$ cat config.mk
export PLATFORM = sky130hd
export DESIGN_NAME = fetch_decode
export DESIGN_NICKNAME = d
export VERILOG_FILES = /design/src/rtl/fetch_decode.sv
export SDC_FILE = /design/constraint.sdc
export NUM_CORES = 1
export LEC_CHECK = 0
export BUFFER_PORTS_ARGS = -buffer_cell sky130_fd_sc_hd__buf_2
export CAP_MARGIN = 20
export CORE_UTILIZATION = 25
export CTS_CLUSTER_DIAMETER = 100
export DETAILED_ROUTE_END_ITERATION = 8
export MAX_ROUTING_LAYER = met4
export PLACE_DENSITY_LB_ADDON = 0.12
export RECOVER_POWER = 100
export SLEW_MARGIN = 20
export SYNTH_ARGS = -nofsm -noshare
export SYNTH_HDL_FRONTEND = slang
export SYNTH_SLANG_ARGS = --single-unit
$ cat constraint.sdc
create_clock -name clk -period 2.2 [get_ports clk]
set_clock_uncertainty 0.2 [all_clocks]
set_input_delay 0.11 -clock clk [delete_from_list [all_inputs] [get_ports clk]]
set_output_delay 0.11 -clock clk [all_outputs]
set_load 0.005 [all_outputs]
$ cat src/rtl/fetch_decode.sv
`default_nettype none
// ============================================================================
// Module   : fetch_decode
// Brief    : Fetch/decode/execute sequencer with 16x8 instruction memory for
//            the 4-bit CPU. Optional FETCH_ICOUNT_EN adds a saturating
//            retired-instruction counter on output icount.
// Revision : 1.0 - initial release
// ============================================================================
module fetch_decode #(
  parameter int IMEM_DEPTH = 16,
  parameter int PC_W       = 4,
  parameter int INSTR_W    = 8
) (
  input  logic               clk,
  input  logic               rst_n,
  input  logic [PC_W-1:0]    pc_curr,
  input  logic               zero_flag,
  input  logic               stall,
  input  logic               imem_we,
  input  logic [PC_W-1:0]    imem_waddr,
  input  logic [INSTR_W-1:0] imem_wdata,
  output logic [INSTR_W-1:0] ir,
  output logic [3:0]         opcode,
  output logic [3:0]         operand,
  output logic               exec_valid,
  output logic               pc_step,
  output logic               pc_jump,
  output logic [PC_W-1:0]    pc_target,
`ifdef FETCH_ICOUNT_EN
  output logic [7:0]         icount,
`endif
  output logic               halted
);

  localparam logic [3:0] c_op_halt = 4'hF;
  localparam logic [3:0] c_op_jmp  = 4'hE;
  localparam logic [3:0] c_op_jz   = 4'hD;

  typedef enum logic [1:0] {
    S_FETCH  = 2'd0,
    S_DECODE = 2'd1,
    S_EXEC   = 2'd2,
    S_HALT   = 2'd3
  } state_t;

  state_t             r_state;
  logic [INSTR_W-1:0] r_ir;
  logic [PC_W-1:0]    r_pc_target;
  logic               r_halted;
  logic [INSTR_W-1:0] r_mem [IMEM_DEPTH];

  logic [INSTR_W-1:0] w_rdata;
  logic               w_exec;
  logic               w_take_jump;
  logic               w_jump_class;

  // Memory is deliberately outside the reset domain: contents survive rst_n.
  always_ff @(posedge clk) begin
    if (imem_we) begin
      r_mem[imem_waddr] <= imem_wdata;
    end
  end

  assign w_rdata = r_mem[pc_curr];

  assign opcode  = r_ir[INSTR_W-1 -: 4];
  assign operand = r_ir[3:0];

  assign w_jump_class = (opcode == c_op_jmp) || (opcode == c_op_jz);
  assign w_take_jump  = (opcode == c_op_jmp) || ((opcode == c_op_jz) && zero_flag);

  // Strobes follow stall combinationally so a stalled EXEC defers, not drops, them.
  assign w_exec     = (r_state == S_EXEC) && !stall;
  assign exec_valid = w_exec;
  assign pc_jump    = w_exec && w_take_jump;
  assign pc_step    = w_exec && !w_take_jump && (opcode != c_op_halt);

  assign ir        = r_ir;
  assign pc_target = r_pc_target;
  assign halted    = r_halted;

  always_ff @(posedge clk or negedge rst_n) begin
    if (!rst_n) begin
      r_state     <= S_FETCH;
      r_ir        <= '0;
      r_pc_target <= '0;
      r_halted    <= 1'b0;
    end else if (!stall) begin
      case (r_state)
        S_FETCH: begin
          r_ir    <= w_rdata;
          r_state <= S_DECODE;
        end
        S_DECODE: begin
          if (w_jump_class) begin
            r_pc_target <= operand[PC_W-1:0];
          end
          r_state <= S_EXEC;
        end
        S_EXEC: begin
          if (opcode == c_op_halt) begin
            r_halted <= 1'b1;
            r_state  <= S_HALT;
          end else begin
            r_state  <= S_FETCH;
          end
        end
        S_HALT: begin
          r_state <= S_HALT;
        end
        default: begin
          r_state <= S_FETCH;
        end
      endcase
    end
  end

`ifdef FETCH_ICOUNT_EN
  logic [7:0] r_icount;

  always_ff @(posedge clk or negedge rst_n) begin
    if (!rst_n) begin
      r_icount <= 8'h00;
    end else if (w_exec && (r_icount != 8'hFF)) begin
      r_icount <= r_icount + 8'd1;
    end
  end

  assign icount = r_icount;
`endif

endmodule
`default_nettype wire

==> summary.md <==
| Metric | Value |
|---|---|
| Internal power | around 5500 uW |
| Average wire length per cell after detail routing | ~20 um |
| Maximum level of the CTS H-tree | 4 |
| Unrepaired setup endpoints after global routing | no |
| Core utilization of the finished layout | 31.6% |
| Number of flops mapped to enable cells by yosys | between 100 and 150 |
| Root buffer selected by CTS | clkbuf_16 |
| Syn avg cell area | 19.9 sq um |
| Global-route usage over all layers | between 10 and 15% |
| Proportion of power drawn by combinational gates | under 10% |
| Crit-path max FO | 7 |
| Critical path data arrival time | ~1.5 ns |
| Number of global-route vias before repair | around 3100 |
| Routability congestion estimate from global placement | ~0.71 |
| Transition time at the pin with the least slew margin | 0.838 ns |
| Required time reported for the critical path endpoint | 1.89 ns |
| Max-slew violation total from the final report | 0 |
| Post-layout minimum cycle time | between 1.5 and 2 ns |
| Element type at the critical path start | flip-flop |
| Number of optimization iterations in the first detailed-route pass | 8 |
| # setup viols final | 0 |
| Final antenna diode count | 0 |
| Synth Instances | around 290 |
| Die extent in y | between 150 and 200 um |
| Initial antenna violation count | 0 |
| Worst voltage drop across the vdd grid | approximately 0.00045 V |
| Switching power | 1650 uW |
| Leakage power of the design | ~0.0024 uW |
| Synthesized Nets | slightly above 300 |
| Final Hold Vio Count | 0 |
| Max Fclk | around 540 MHz |
| Nets | between 300 and 400 |
| Clock edge transition at the registers on the reported setup and hold paths | around 0.06 ns |
| Source-to-sink clock delay at the later pin of the worst-skew pair | 0.42 ns |
| Share of flip-flops with an asynchronous set or reset after synthesis | between 10% and 20% |
| Global route total overflow | 0 |
| Critical path endpoint category | output port |
| Cell taking the most area after synthesis | edfxtp_1 |
| Failing checks | DRC |
| Placement Rows | between 50 and 60 |
| Power share of the clock group | 43.9% |
| Overall routed net length | around 13000 um |
| Initial detailed-routing violation count | 224 |
| Area of the mapped netlist | approximately 5700 sq um |
| First-pass GRT wire length | between 20000 and 25000 um |
| Class of the most critical hold timing path | input pin to flip-flop |
| Outcome | finished with violations |
| Sequential share of power | 46.4% |
| Final Cycle Share | approximately 84% |
| Detail-routed via count per cell | about 4.4 |
| Post-detailed-route count of antenna-violating nets | 0 |
| Number of CTS-inserted buffers | 17 |
| Number of vias in the routed layout | just under 3000 |
| Die Footprint | ~23000 sq um |
| Max-Slew Margin vs Limit | between 40% and 50% |
| Maximum count of clock buffers along a single path | 2 |
| Port-buffer cells | between 40 and 50 |
| Largest net degree at the start of global routing | 19 |
| Total of max-cap violations | 0 |
| Switching share of power | between 20% and 30% |
| I/O pin count | 45 |
| Layout cell share with drive strength beyond 1 | 26.6% |
| Portion of the post-synthesis area used by sequential elements | about 74% |
| Width of the die | roughly 150 um |
| Post-synthesis register bit count | between 100 and 150 |
| Initial standard-cell utilization of the core | 25.7% |
| Primary flip-flop cell chosen by synthesis mapping | edfxtp_1 |
| Placed wire-length estimate | slightly below 9000 um |
| Cell types occupying the most area after synthesis | edfxtp_1 68%, mux4_2 11%, dfrtp_1 6.6% |
| Distinct cell type count after synthesis | 35 |
| Number of remaining DRC errors | 4 |
| Clock sinks | 143 |
| Power density relative to cell area | 1020 nW/um^2 |
| Area growth from synthesis to layout | 22.9% |
| Top cell type's share of synthesized area | between 60 and 70% |
| Core Footprint | ~22000 sq um |
| Power Total | around 7000 uW |
| Total Neg Setup Slack | 0 ns |
| Setup Fix Bufs, Post-CTS | 0 |
| TritonCTS clock tree | done |
| Worst setup path class | flip-flop to output port |
| Syn. warnings | 0 |
cell type report:
cell class                 count  area, sq um
fill                        2135        15100
clock inverter                15          215
sequential                   143         4220
timing repair buffer          82          477
clock buffer                  17          425
inverter                       3         11.3
multi-input combinational    120         1290
tap                          280          350
critical path: stages, from the launching register on:
cell      delay [ns]
dfrtp_1         0.45
nor3b_2         0.30
a21boi_0        0.23
clkbuf_1        0.13
cell families (layout without fill, tap and decap cells):
kind of cell / after synthesis / count (layout) / synth area share (%)
AO/OA/AOI/OAI: 17 / 17 / 2.20
XOR/XNOR: 1 / 1 / 0.154
buffers and inverters: 22 / 117 / 3.19
flip-flops: 143 / 143 / 74.2
multiplexers: 53 / 53 / 16.1
AND/OR/NAND/NOR: 49 / 49 / 4.16
registers in the layout, indices dropped and copies added, names as in the netlist:
name,count
pc_target,4
r_mem,128
halted,1
ir,8
r_state,2
final timing paths:
kind | startpoint | endpoint | slack, ns | cells past startpoint
setup / recovery | r_state[0] | pc_step | 0.36 | 3
hold / removal | pc_curr[1] | ir[4] | 0.06 | 5
setup reg to reg | r_state[0] | ir[4] | 0.41 | 4
hold reg to reg | halted | halted | 0.25 | 1
max in group asynchronous | rst_n | ir[3] | 0.61 | 3
min in group asynchronous | rst_n | halted | 0.65 | 3
placed cells by master, fill, tap and decap left out, types with 2 or more instances in the layout:
cell type and count:
nor2_1 16, o221ai_1 7, inv_1 3, clkinv_1 3, buf_4 7, nand2_1 11, bufinv_16 5, buf_12 2
dlygate4sd3_1 12, nand3_1 2, mux4_2 29, buf_2 28, mux2_2 4, clkbuf_1 33, nand3b_1 2, clkinvlp_4 3
inv_6 3, nand2b_1 4, clkbuf_16 17, edfxtp_1 128, nor3_1 5, mux2i_1 19, a21oi_1 2, dfrtp_1 15
nand4_1 3, o21ai_0 3
power groups by stage:
stage          Sequential (uW)  Clock (uW)  Combinational (uW)
3_3_place_gp              3350           0                 719
5_1_grt                   3320        3300                 769
2_1_floorplan             3300           0                 440
4_1_cts                   3300        3190                 734
6_report                  3300        3120                 695
3_5_place_dp              3360           0                 715
per-stage QoR:
stage / instance area, sq um / hold slack, ns / instances / setup WS, ns
final: 6990 / 0.0561 / 660 / 0.359
after global routing: 6990 / 0.0962 / 660 / 0.197
after CTS: 7070 / 0.0362 / 660 / 0.212
after detailed placement: 6310 / -0.124 / 616 / 0.299
after global placement: 6310 / -0.122 / 616 / 0.277
after floorplan: 5690 / -0.386 / 285 / 0.397
metal layers:
metal / global-route usage, % / wire length [um] / vias up
met5: - / 0 / -
met3: 3.16 / 366 / 14
met4: 4.18 / 176 / 0
met2: 19.6 / 6370 / 62
li1: - / - / 1311
met1: 16.2 / 6460 / 1545
repair_timing:
item	in CTS	in global routing
resized for setup	0	1
endpoints found under the hold margin	147	0
hold buffers	12	0
setup endpoints to repair	0	1
synthesized netlist by cell type (all sizes together) (4+ instances only):
master  count
edfxtp    128
mux4       30
mux2i      19
buf        18
nor2       16
dfrtp      15
nand2      11
o221ai      7
nor3        5
mux2        4
nand2b      4
No activity file was read; power rests on OpenSTA's default activity.
